## config.mk

```make
export PLATFORM = sky130hd
export DESIGN_NAME = vend_controller
export DESIGN_NICKNAME = d
export VERILOG_FILES = /design/src/rtl/vend_pkg.sv /design/src/rtl/vend_controller_change_maker.sv /design/src/rtl/vend_controller.sv
export SDC_FILE = /design/constraint.sdc
export NUM_CORES = 1
export LEC_CHECK = 0
export ABC_AREA = 0
export CAP_MARGIN = 15
export CORE_MARGIN = 4
export CORE_UTILIZATION = 49
export DETAILED_ROUTE_END_ITERATION = 6
export PLACE_DENSITY_LB_ADDON = 0.1
export SYNTH_ARGS = -nofsm -noshare
export SYNTH_HDL_FRONTEND = slang
export SYNTH_SLANG_ARGS = --single-unit
```

## constraint.sdc

```tcl
create_clock -name clk -period 2.9 [get_ports clk]
set_input_delay 0.29 -clock clk [delete_from_list [all_inputs] [get_ports clk]]
set_output_delay 0.29 -clock clk [all_outputs]
set_load 0.1 [all_outputs]
```

## src/rtl/vend_pkg.sv

```systemverilog
// Purpose : shared types and constants for the vending controller slice.
// Contents: FSM state enum, drink codes, coin denominations, default prices.
// Users   : vend_controller, change_maker (import vend_pkg::*).
package vend_pkg;

  typedef enum logic [1:0] {
    ST_IDLE     = 2'd0,
    ST_ACCUM    = 2'd1,
    ST_DISPENSE = 2'd2,
    ST_CHANGE   = 2'd3
  } state_t;

  localparam logic [2:0] DRINK_NONE   = 3'b000;
  localparam logic [2:0] DRINK_TEA    = 3'b001;
  localparam logic [2:0] DRINK_COKE   = 3'b010;
  localparam logic [2:0] DRINK_COFFEE = 3'b011;
  localparam logic [2:0] DRINK_MILK   = 3'b100;

  localparam logic [5:0] COIN_1  = 6'd1;
  localparam logic [5:0] COIN_5  = 6'd5;
  localparam logic [5:0] COIN_10 = 6'd10;

  localparam int DEF_PRICE_TEA    = 10;
  localparam int DEF_PRICE_COKE   = 15;
  localparam int DEF_PRICE_COFFEE = 20;
  localparam int DEF_PRICE_MILK   = 25;

endpackage

```

## src/rtl/vend_controller_change_maker.sv

```systemverilog
// Purpose : greedy change selection -- largest of {10,5,1} not above the credit.
// Ports   : i_credit (remaining credit), o_coin (0 when credit is 0).
// Timing  : purely combinational, no backpressure.
module change_maker
  import vend_pkg::*;
(
  input  logic [5:0] i_credit,
  output logic [5:0] o_coin
);

  always_comb begin
    o_coin = '0;
    if (i_credit >= COIN_10)     o_coin = COIN_10;
    else if (i_credit >= COIN_5) o_coin = COIN_5;
    else if (i_credit >= COIN_1) o_coin = COIN_1;
  end

endmodule

```

## src/rtl/vend_controller.sv

```systemverilog
// Purpose : vending machine controller -- coin credit, drink dispense, greedy change.
// Ports   : coin/coin_valid/drink_choose/cancel in; give/give_valid to dispenser
//           (held until disp_ready), refund_coin/refund_valid to hopper (held until
//           refund_ready); total_coin, coin_reject, busy status. All outputs registered.
module vend_controller
  import vend_pkg::*;
#(
  parameter int PRICE_TEA    = DEF_PRICE_TEA,
  parameter int PRICE_COKE   = DEF_PRICE_COKE,
  parameter int PRICE_COFFEE = DEF_PRICE_COFFEE,
  parameter int PRICE_MILK   = DEF_PRICE_MILK
) (
  input  logic       clk,
  input  logic       reset,
  input  logic [5:0] coin,
  input  logic       coin_valid,
  input  logic [2:0] drink_choose,
  input  logic       cancel,
  input  logic       disp_ready,
  input  logic       refund_ready,
  output logic [2:0] give,
  output logic       give_valid,
  output logic [5:0] refund_coin,
  output logic       refund_valid,
  output logic [5:0] total_coin,
  output logic       coin_reject,
  output logic       busy
);

  localparam logic [5:0] P_TEA    = 6'(PRICE_TEA);
  localparam logic [5:0] P_COKE   = 6'(PRICE_COKE);
  localparam logic [5:0] P_COFFEE = 6'(PRICE_COFFEE);
  localparam logic [5:0] P_MILK   = 6'(PRICE_MILK);

  state_t     r_state;
  logic [5:0] r_total;
  logic [2:0] r_give;
  logic       r_give_valid;
  logic [5:0] r_refund_coin;
  logic       r_refund_valid;
  logic       r_coin_reject;
  logic       r_busy;

  state_t     w_state_nxt;
  logic [5:0] w_total_nxt;
  logic [2:0] w_give_nxt;
  logic       w_coin_acc;
  logic       w_coin_ok;
  logic [6:0] w_sum;
  logic [5:0] w_price;
  logic       w_price_vld;
  logic [5:0] w_change_coin;

  // Sum is one bit wider so a coin that would overflow the 6-bit credit is visible.
  assign w_sum     = {1'b0, r_total} + {1'b0, coin};
  assign w_coin_ok = ((coin == COIN_1) || (coin == COIN_5) || (coin == COIN_10)) &&
                     (w_sum <= 7'd63);

  always_comb begin
    w_price     = '0;
    w_price_vld = 1'b0;
    case (drink_choose)
      DRINK_TEA:    begin w_price = P_TEA;    w_price_vld = 1'b1; end
      DRINK_COKE:   begin w_price = P_COKE;   w_price_vld = 1'b1; end
      DRINK_COFFEE: begin w_price = P_COFFEE; w_price_vld = 1'b1; end
      DRINK_MILK:   begin w_price = P_MILK;   w_price_vld = 1'b1; end
      default:      begin w_price = '0;       w_price_vld = 1'b0; end
    endcase
  end

  always_comb begin
    w_state_nxt = r_state;
    w_total_nxt = r_total;
    w_give_nxt  = r_give;
    w_coin_acc  = 1'b0;
    case (r_state)
      ST_IDLE, ST_ACCUM: begin
        if ((r_state == ST_ACCUM) && cancel) begin
          // Cancel outranks both coin and selection; any coin this cycle is refused.
          w_state_nxt = ST_CHANGE;
        end else if (coin_valid) begin
          // A coin cycle never evaluates the selection.
          if (w_coin_ok) begin
            w_total_nxt = w_sum[5:0];
            w_coin_acc  = 1'b1;
          end
          w_state_nxt = (w_total_nxt == '0) ? ST_IDLE : ST_ACCUM;
        end else if ((r_state == ST_ACCUM) && w_price_vld && (r_total >= w_price)) begin
          w_total_nxt = r_total - w_price;
          w_give_nxt  = drink_choose;
          w_state_nxt = ST_DISPENSE;
        end
      end
      ST_DISPENSE: begin
        if (disp_ready) begin
          w_state_nxt = (r_total != '0) ? ST_CHANGE : ST_IDLE;
        end
      end
      ST_CHANGE: begin
        if (refund_ready) begin
          w_total_nxt = r_total - r_refund_coin;
          w_state_nxt = (w_total_nxt == '0) ? ST_IDLE : ST_CHANGE;
        end
      end
      default: w_state_nxt = ST_IDLE;
    endcase
  end

  // Change is computed from the next credit so the coin is registered with the
  // state entering/staying in CHANGE; with no handshake the credit is unchanged,
  // which keeps refund_coin stable while stalled.
  change_maker u_change_maker (
    .i_credit (w_total_nxt),
    .o_coin   (w_change_coin)
  );

  always_ff @(posedge clk or negedge reset) begin
    if (!reset) begin
      r_state        <= ST_IDLE;
      r_total        <= '0;
      r_give         <= '0;
      r_give_valid   <= 1'b0;
      r_refund_coin  <= '0;
      r_refund_valid <= 1'b0;
      r_coin_reject  <= 1'b0;
      r_busy         <= 1'b0;
    end else begin
      r_state        <= w_state_nxt;
      r_total        <= w_total_nxt;
      r_give         <= (w_state_nxt == ST_DISPENSE) ? w_give_nxt : 3'b000;
      r_give_valid   <= (w_state_nxt == ST_DISPENSE);
      r_refund_coin  <= (w_state_nxt == ST_CHANGE) ? w_change_coin : 6'd0;
      r_refund_valid <= (w_state_nxt == ST_CHANGE);
      r_coin_reject  <= coin_valid && !w_coin_acc;
      r_busy         <= (w_state_nxt == ST_DISPENSE) || (w_state_nxt == ST_CHANGE);
    end
  end

  assign give         = r_give;
  assign give_valid   = r_give_valid;
  assign refund_coin  = r_refund_coin;
  assign refund_valid = r_refund_valid;
  assign total_coin   = r_total;
  assign coin_reject  = r_coin_reject;
  assign busy         = r_busy;

endmodule

```

After elaboration in Yosys (flattened, before gate mapping)
Index checks and enable logic that the tools add are counted.
{"block": "totals", "ff_bits": 21, "wordCells": 81}
{"block": "op_classes", "addsub": 3, "magnitude_cmp": 5, "eq_ne": 16, "muxes": 33, "reduce_logical": 16}
{"cell": "$mux W6", "count": 11}
{"cell": "$pmux W5 S4", "count": 1}
{"cell": "$mux W3", "count": 5}
{"cell": "$mux W2", "count": 7}
{"cell": "$logic_not A6 Y1", "count": 2}
{"cell": "$pmux W6 S2", "count": 1}
{"cell": "$sub A6 B6 Y6", "count": 2}
{"cell": "$eq A2 B2 Y1 const B", "count": 4}
{"cell": "$add A6 B6 Y7", "count": 1}
{"cell": "$le A7 B6 Y1 const B", "count": 1}
{"cell": "$mux W1", "count": 7}
{"cell": "$eq A3 B2 Y1 const B", "count": 2}
{"cell": "$eq A6 B1 Y1 const B", "count": 1}
{"cell": "$eq A6 B3 Y1 const B", "count": 1}
{"cell": "$eq A6 B4 Y1 const B", "count": 1}
{"cell": "$ge A6 B1 Y1 const B", "count": 1}
{"cell": "$ge A6 B3 Y1 const B", "count": 1}
{"cell": "$ge A6 B4 Y1 const B", "count": 1}
{"cell": "$ge A6 B6 Y1", "count": 1}
{"cell": "$ne A2 B2 Y1 const B", "count": 3}
{"cell": "$pmux W2 S3", "count": 1}
{"cell": "$reduce_bool A6 Y1", "count": 1}
{"cell": "$logic_and A1 B1 Y1", "count": 5}
{"cell": "$reduce_and A4 Y1", "count": 1}
{"cell": "other kinds (9)", "count": 11}

Longest topological paths before layout
Gate-level depths: netlist of the first run.
{"block": "logic_depth", "depth_word": 16, "ltp_mapped": 14, "depth_no_buf": 14}

Modules after synthesis
A second synthesis of the first run with hierarchy kept.
{"block": "unflattened", "hier_cells": 245, "area_unflattened_um2": 2063.2}
{"mod": "vend_controller", "n_inst": 1, "cells_each": 232, "area_per_inst_um2": 1988.2, "seq_area_each_um2": 500.5}
{"mod": "change_maker", "n_inst": 1, "cells_each": 13, "area_per_inst_um2": 75.1, "seq_area_each_um2": 0.0}

Worst setup path before layout of the first run
OpenSTA, ideal clock, no wires.
{"block": "synth_timing", "path_type": "register to register", "from": "reg r_total[0], in the netlist total_coin[0]", "to": "reg r_refund_coin[0], in the netlist refund_coin[0]", "arrival_ns": 3.357, "t_required_ns": 2.770, "slack_ns": -0.587, "path_stages_with_launch": 12, "path_buffers": 1, "period_less_slack_ns": 3.487, "path_cell_list": "dfrtp_1 > ha_1 > fa_1 > a21o_1 > o211a_2 > or2_1 > buf_6 > o311a_1 > a221oi_2 > inv_2 > nor4_2 > nor4b_2"}
{"block": "synth_between", "elab_chain_len": 15}
{"element": "from (decl)", "line_no": "vend_controller.sv:36", "rtl": "logic [5:0] r_total;"}
{"element": "from (signal assigned)", "line_no": "vend_controller.sv:129", "rtl": "r_total <= w_total_nxt;"}
{"element": "$add A6 B6 Y7", "line_no": "vend_controller.sv:55", "rtl": "assign w_sum = {1'b0, r_total} + {1'b0, coin};"}
{"element": "$le A7 B6 Y1", "line_no": "vend_controller.sv:57", "rtl": "(w_sum <= 7'd63);"}
{"element": "$logic_and A1 B1 Y1", "line_no": "vend_controller.sv:56", "rtl": "assign w_coin_ok = ((coin == COIN_1) || (coin == COIN_5) || (coin == COIN_10)) &&"}
{"element": "$mux W6", "line_no": "vend_controller.sv:83", "rtl": "if (w_coin_ok) begin"}
{"element": "$mux W6", "line_no": "vend_controller.sv:81", "rtl": "end else if (coin_valid) begin"}
{"element": "$mux W6", "line_no": "vend_controller.sv:78", "rtl": "if ((r_state == ST_ACCUM) && cancel) begin"}
{"element": "$mux W6", "line_no": "vend_controller.sv:76", "rtl": "case (r_state)"}
{"element": "$mux W6", "line_no": "vend_controller.sv:81"}
{"element": "$mux W6", "line_no": "vend_controller.sv:78"}
{"element": "$pmux W6 S2 *", "line_no": "vend_controller.sv:76"}
{"element": "named net u_change_maker.i_credit[3]", "line_no": "vend_controller_change_maker.sv:7", "rtl": "input logic [5:0] i_credit,"}
{"element": "$ge A6 B1 Y1", "line_no": "vend_controller_change_maker.sv:15", "rtl": "else if (i_credit >= COIN_1) o_coin = COIN_1;"}
{"element": "$mux W1", "line_no": "vend_controller_change_maker.sv:15"}
{"element": "$mux W6", "line_no": "vend_controller_change_maker.sv:14", "rtl": "else if (i_credit >= COIN_5) o_coin = COIN_5;"}
{"element": "$mux W6 *", "line_no": "vend_controller_change_maker.sv:13", "rtl": "if (i_credit >= COIN_10) o_coin = COIN_10;"}
{"element": "$mux W6 *", "line_no": "vend_controller.sv:132", "rtl": "r_refund_coin <= (w_state_nxt == ST_CHANGE) ? w_change_coin : 6'd0;"}
{"element": "to (signal assigned)", "line_no": "vend_controller.sv:132"}
{"element": "to (decl)", "line_no": "vend_controller.sv:39", "rtl": "logic [5:0] r_refund_coin;"}
Mark *: on every way through the listed nets, which the timed path passes. The rest lies on a longest branch. The select of a mux whose other input is x is not followed.
A chain may end at the register's enable or synchronous reset.

Worst setup path after layout of the first run
Same ends and word-level chain as after synthesis.

==> flow_metrics.tcl, run 1 <==
set metrics [dict create \
    outcome "complete, but fails checks" \
    failed_checks "setup timing" \
    setup_viol 2 \
    reg2reg_depth 11 \
    synth_area_per_cell_sq_um 8.46 \
    critPathLaunchType "flop" \
    r2r-end "refund_coin[0]" \
    tightest_slew_ns 0.729 \
    dpl.hpwl_mm 5.06 \
    vias 2266 \
    synth_most_common_cell "inv_1" \
    grt_overflow 0 \
    cts_root_buffer "clkbuf_8" \
    ctsLongestPathBuffers 2 \
    antenna_found_initial 0 \
    vdd_ir_drop_max_uv 949 \
    nFillCells 316 \
    required_ns 3.04 \
    period_share_pct 101 \
    cts_max_level 1 \
    areaGrowthSynthToFinish_pct 47.9 \
    core_area_sq_um 4030 \
    antennaDiodeCount 0 \
    grt_max_degree 18 \
    postLayoutCoreUtil_pct 75.2 \
    rsz0062_at_grt "yes" \
    async_reset_ff_share_pct 100 \
    drive_above_1_share_pct 42.9 \
    ys_seq_area_share_pct 20.8 \
    dieArea_sq_um 5280 \
    leakagePower_nw 1.38 \
    path_class "reg2reg" \
    wire_per_inst_um 17.0 \
    cts_tree "built" \
    startpoint "total_coin[0]" \
    wirelength_mm 6.52 \
    start_util_pct 50.8 \
    syn_area_sq_um 2050 \
    yosysUniqueCellTypes 70 \
    final_area_sq_um 3030 \
    fin_total_pwr_w 0.00363 \
    slew_headroom_pct 51.2 \
    port_buffers 31 \
    crit_fanout 4 \
    rr_startpoint "total_coin[0]" \
    ant_nets 0 \
    synth-edff-count 0 \
    grt.total_usage_pct 25.5 \
    fin_ws_ns -0.0294 \
    cts_made_buffers 3 \
    slew_violations 0 \
    drtPass1Iterations 4 \
    die_width_um 72.6 \
    drc 0 \
    drt-initial-drc-count 165 \
    first_global_vias 2189 \
    grt_first_pass_wirelength_mm 10.6 \
    io_pins 34 \
    fp.dieH_um 72.6 \
    crit_arrival_ns 3.07 \
    synth_top_cell_by_area "dfrtp_1" \
    synth_top_area_share_pct 20.8 \
    period_minus_slack_ns 2.93 \
    cts.clk_slew.worst_paths_ns 0.06 \
    nets 367 \
    max_cap_viol_count 0 \
    gp_congestion 0.990 \
    routed_via_density 5.92 \
    synth-seq-cells 17 \
    finalHoldViolations 0 \
    cp-endpoint "refund_coin[0]" \
    numClockSinks 17 \
    synthCells 242 \
    yosys_warnings 0 \
    num_rows 23 \
    synth_commonest_cells "inv_1 (21), dfrtp_1 (17), o21ai_0 (16)" \
    hold_path.class "in2async" \
    insertion_delay_ns 0.26 \
    synthTopCellsByArea "dfrtp_1 (21%), ha_1 (9.2%), o21ai_0 (3.9%)" \
    fin_worst_skew_ns 0.00227 \
    dominantRegCellSynth "dfrtp_1" \
    p_per_area_nw_per_um2 1200 \
    worst_setup_path_end_kind "flop" \
    rrSetupSlack_ns -0.03 \
    fmax_mhz 341 \
    dpl_cell_area_sq_um 2790 \
]
## placed cells by master (no fill, tap or decap), types with 4 or more instances in the layout
| master | synthesis | routed |
|---|---|---|
| dfrtp_4 | 0 | 4 |
| nand3_1 | 7 | 6 |
| or3_1 | 4 | 4 |
| nand2_1 | 13 | 13 |
| a21oi_1 | 14 | 11 |
| and3_1 | 4 | 4 |
| o211ai_1 | 4 | 4 |
| buf_4 | 3 | 80 |
| inv_1 | 21 | 18 |
| nor2_1 | 15 | 14 |
| clkdlybuf4s50_1 | 0 | 11 |
| ha_1 | 15 | 13 |
| dfrtp_1 | 17 | 8 |
| o21ai_0 | 16 | 15 |
| a21o_1 | 7 | 7 |
| dfrtp_2 | 0 | 5 |
| o21a_1 | 4 | 4 |
| nor3_1 | 9 | 6 |
| mux2i_1 | 7 | 6 |
## worst min-delay path by stage
stage	startpoint	endpoint	slack, ns	cells past startpoint
6_report	reset	busy	0.47	1
5_1_grt	reset	refund_coin[2]	0.53	1
4_1_cts	reset	total_coin[0]	0.49	1
3_5_place_dp	give[1]	give[1]	0.58	2
3_3_place_gp	give[2]	give[2]	0.57	2
2_1_floorplan	reset	busy	-0.006	0
## power breakdown
| part | switching (W) | total [W] | internal, W |
|---|---|---|---|
| Clock | 0.0000824 | 0.000178 | 0.0000955 |
| Combinational | 0.00175 | 0.00298 | 0.00124 |
| Sequential | 0.000129 | 0.000464 | 0.000334 |
| Total | 0.00196 | 0.00363 | 0.00167 |
## flip-flops by register name, indices dropped and copies added, names as in the netlist
signal / cells
coin_reject: 1
give: 3
refund_coin: 3
refund_valid: 1
busy: 1
r_state: 1
total_coin: 6
give_valid: 1
## metal layers
metal | share of wire [%] | global-route usage, % | wire, um
met2 | 47 | 41.4 | 3080
met1 | 44 | 35.7 | 2890
met5 | 0 | 0 | 0
met4 | 1.9 | 8.20 | 121
met3 | 6.5 | 2.62 | 427
## critical path, cell delays in order, from the launching register on
cell	delay [ns]
dfrtp_4	0.52
ha_4	0.18
fa_2	0.34
a21o_1	0.21
o211a_4	0.23
or2_4	0.25
o311a_4	0.33
a221oi_2	0.26
buf_4	0.17
inv_2	0.05
nor4_2	0.17
nor4b_2	0.08
## cell type report
type                            instances  area, sq um  area share, %
Clock inverter                          1         5.00          0.165
Timing Repair Buffer                   98          779           25.7
Multi-Input combinational cell        192         1610           53.1
Inverter                               22         85.1           2.81
Clock buffer                            3         41.3           1.36
Tap cell                               50         62.6           2.07
Sequential cell                        17          447           14.8
## kinds of logic after synthesis
kind of cell,after synthesis,synth area share [%]
adder cells (fa/ha/maj),18,12.1
flip-flops,17,20.8
other,1,0.183
XOR/XNOR,7,3.00
buffers and inverters,34,8.01
multiplexers,7,3.42
AND/OR/NAND/NOR,76,21.2
AO/OA/AOI/OAI,82,31.3
## per-stage QoR
| stage | setup slack, ns | setup TNS [ns] | instances | hold WS [ns] |
|---|---|---|---|---|
| 2_1_floorplan | -0.141 | -0.686 | 243 | -0.00559 |
| 3_3_place_gp | -0.569 | -5.43 | 371 | 0.570 |
| 3_5_place_dp | -0.647 | -6.34 | 371 | 0.584 |
| 4_1_cts | 0.00305 | 0 | 377 | 0.493 |
| 5_1_grt | -0.129 | -0.376 | 383 | 0.534 |
| 6_report | -0.0294 | -0.0556 | 383 | 0.467 |
## what timing repair did
action	CTS	global route
hold buffers	0	0
endpoints found under the setup margin	14	9
endpoints found under the hold margin	0	0
buffers inserted	2	6
gates resized for setup	22	22
pin swaps	11	22
(Power assumes the default switching activity.)
==> run 2, diff against run 1 <==
--- a/config.mk
+++ b/config.mk
@@ -6,6 +6,7 @@
 export NUM_CORES = 1
 export LEC_CHECK = 0
 export ABC_AREA = 0
+export ABC_CLOCK_PERIOD_IN_PS = 2900
 export CAP_MARGIN = 15
 export CORE_MARGIN = 4
 export CORE_UTILIZATION = 49
==> results of run 2 <==
No change in the layout: final DEF, timing and power equal those of run 1.
==> run 3, diff against run 2 <==
--- a/config.mk
+++ b/config.mk
@@ -12,6 +12,7 @@
 export CORE_UTILIZATION = 49
 export DETAILED_ROUTE_END_ITERATION = 6
 export PLACE_DENSITY_LB_ADDON = 0.1
+export REMOVE_ABC_BUFFERS = 1
 export SYNTH_ARGS = -nofsm -noshare
 export SYNTH_HDL_FRONTEND = slang
 export SYNTH_SLANG_ARGS = --single-unit
==> flow_metrics.tcl, run 3 (synthesis results as in run 1) <==
set metrics [dict create \
    slowest_delay_ns 0.42 \
    cts_root_buffer "clkbuf_8" \
    io_pins 34 \
    path_class "reg2reg" \
    final_area_sq_um 3220 \
    cts_tree "built" \
    fin_worst_skew_ns 0.00403 \
    routed_via_density 6.11 \
    fin_ws_ns -0.0994 \
    largest_reg_flops 6 \
    p_per_area_nw_per_um2 1240 \
    failed_checks "setup timing" \
    core_area_sq_um 4030 \
    start_util_pct 50.8 \
    multi_input_area_sq_um 1730 \
    place_ws_ns -0.750 \
    setup_viol 3 \
    vdd_ir_drop_max_uv 852 \
    wirelength_mm 7.44 \
    cts_hold_buf 0 \
    final_common_cell "buf_4" \
    path_cells "ha_2, fa_2, a21o_1, o211a_4, or2_4, o311a_4, a221oi_4, inv_2, nor4_4, nor4b_4" \
    regArea_sq_um 428 \
    r2r-end "refund_coin[0]" \
    numClockSinks 17 \
    grt.total_usage_pct 26.7 \
    wire_per_inst_um 18.9 \
    finalHoldViolations 0 \
    antennaDiodeCount 0 \
    rsz0062_at_grt "yes" \
    max_cap_viol_count 0 \
    cts_made_buffers 3 \
    cts.clk_slew.worst_paths_ns 0.07 \
    antenna_found_initial 0 \
    grt_max_degree 18 \
    num_rows 23 \
    critPathLaunchType "flop" \
    drtPass1Iterations 5 \
    grt_first_pass_wirelength_mm 10.8 \
    tightest_slew_ns 0.707 \
    slew_headroom_pct 52.7 \
    crit_fanout 3 \
    rr_startpoint "total_coin[0]" \
    fp.dieH_um 72.6 \
    period_share_pct 103 \
    dpl.hpwl_mm 5.12 \
    drive_above_1_share_pct 44.6 \
    worst_setup_path_end_kind "flop" \
    gp_congestion 0.923 \
    drt-initial-drc-count 291 \
    die_width_um 72.6 \
    ant_nets 0 \
    required_ns 3.04 \
    first_global_vias 2238 \
    period_minus_slack_ns 3.00 \
    hold_path.class "in2async" \
    outcome "complete, but fails checks" \
    final_cell_mix "buf_4 (89), inv_1 (18), o21ai_0 (15), dfrtp_1 (15), nor2_1 (14)" \
    insertion_delay_ns 0.25 \
    slew_violations 0 \
    fmax_mhz 333 \
    areaGrowthSynthToFinish_pct 57.5 \
    grt_overflow 0 \
    rrSetupSlack_ns -0.1 \
    nets 377 \
    crit_slowest_cell "dfrtp_1" \
    vias 2400 \
    dieArea_sq_um 5280 \
    nFillCells 273 \
    crit_arrival_ns 3.13 \
    leakagePower_nw 1.47 \
    port_buffers 31 \
    cts_max_level 1 \
    drc 0 \
    startpoint "total_coin[0]" \
    ctsLongestPathBuffers 2 \
    reg2reg_depth 10 \
    dpl_cell_area_sq_um 2820 \
]
## run 3: routing by layer
| layer | global-route usage, % | routed length (um) | part of all wire (%) |
|---|---|---|---|
| met5 | 0 | 0 | 0 |
| met4 | 12.1 | 295 | 4.0 |
| met3 | 3.44 | 477 | 6.4 |
| met2 | 43.0 | 3590 | 48 |
| met1 | 35.8 | 3080 | 41 |
## run 3: how the worst max path moves through the flow
stage	to	slack (ns)
floorplan	refund_coin[1]	-1.09
global placement	refund_coin[0]	-0.60
CTS	refund_coin[0]	-0.01
global route	refund_coin[0]	-0.17
finish	refund_coin[0]	-0.1
detailed placement	refund_coin[0]	-0.75
## run 3: critical path, delay by kind of cell (launching register included)
kind / cells / cell delay (ns)
buffers and inverters: 1 / 0.11
DFF: 1 / 0.42
AOI/OAI and AO/OA: 4 / 1.11
adders and majority gates: 2 / 0.57
and+or+nand+nor: 3 / 0.66
## run 3: through the flow
stage / utilization [%] / hold WS, ns / total power [W] / instances / setup TNS [ns]
after floorplan: - / -0.00559 / 0.00215 / 231 / -11.94
after global placement: 70.1 / 0.562 / 0.00322 / 380 / -5.91
after detailed placement: 70.1 / 0.576 / 0.00325 / 380 / -7.44
after CTS: 75.1 / 0.478 / 0.00368 / 387 / -0.0147
after global routing: 80.0 / 0.517 / 0.00421 / 393 / -0.582
final: 80.0 / 0.460 / 0.00399 / 393 / -0.146
## run 3: repair_timing
item / 4_1_cts / 5_1_grt
resized for setup: 35 / 37
pin swaps: 16 / 20
setup endpoints to repair: 15 / 9
buffers inserted: 3 / 6
## run 3: layout make-up
| class | instances | area share [%] |
|---|---|---|
| multi-input cells | 192 | 53.7 |
| repair buffers | 108 | 27.1 |
| flip-flops and latches | 17 | 13.3 |
| inverters | 22 | 2.56 |
| well taps | 50 | 1.94 |
| clock buffers | 3 | 1.28 |
| clock inverters | 1 | 0.155 |
## run 3: power breakdown
part | switching, W | internal, W | leakage (nW) | total [W]
Sequential | 0.000117 | 0.000315 | 0.199 | 0.000432
Clock | 0.0000812 | 0.0000953 | 0.0255 | 0.000176
Combinational | 0.00194 | 0.00144 | 1.24 | 0.00338
Total | 0.00214 | 0.00185 | 1.47 | 0.00399
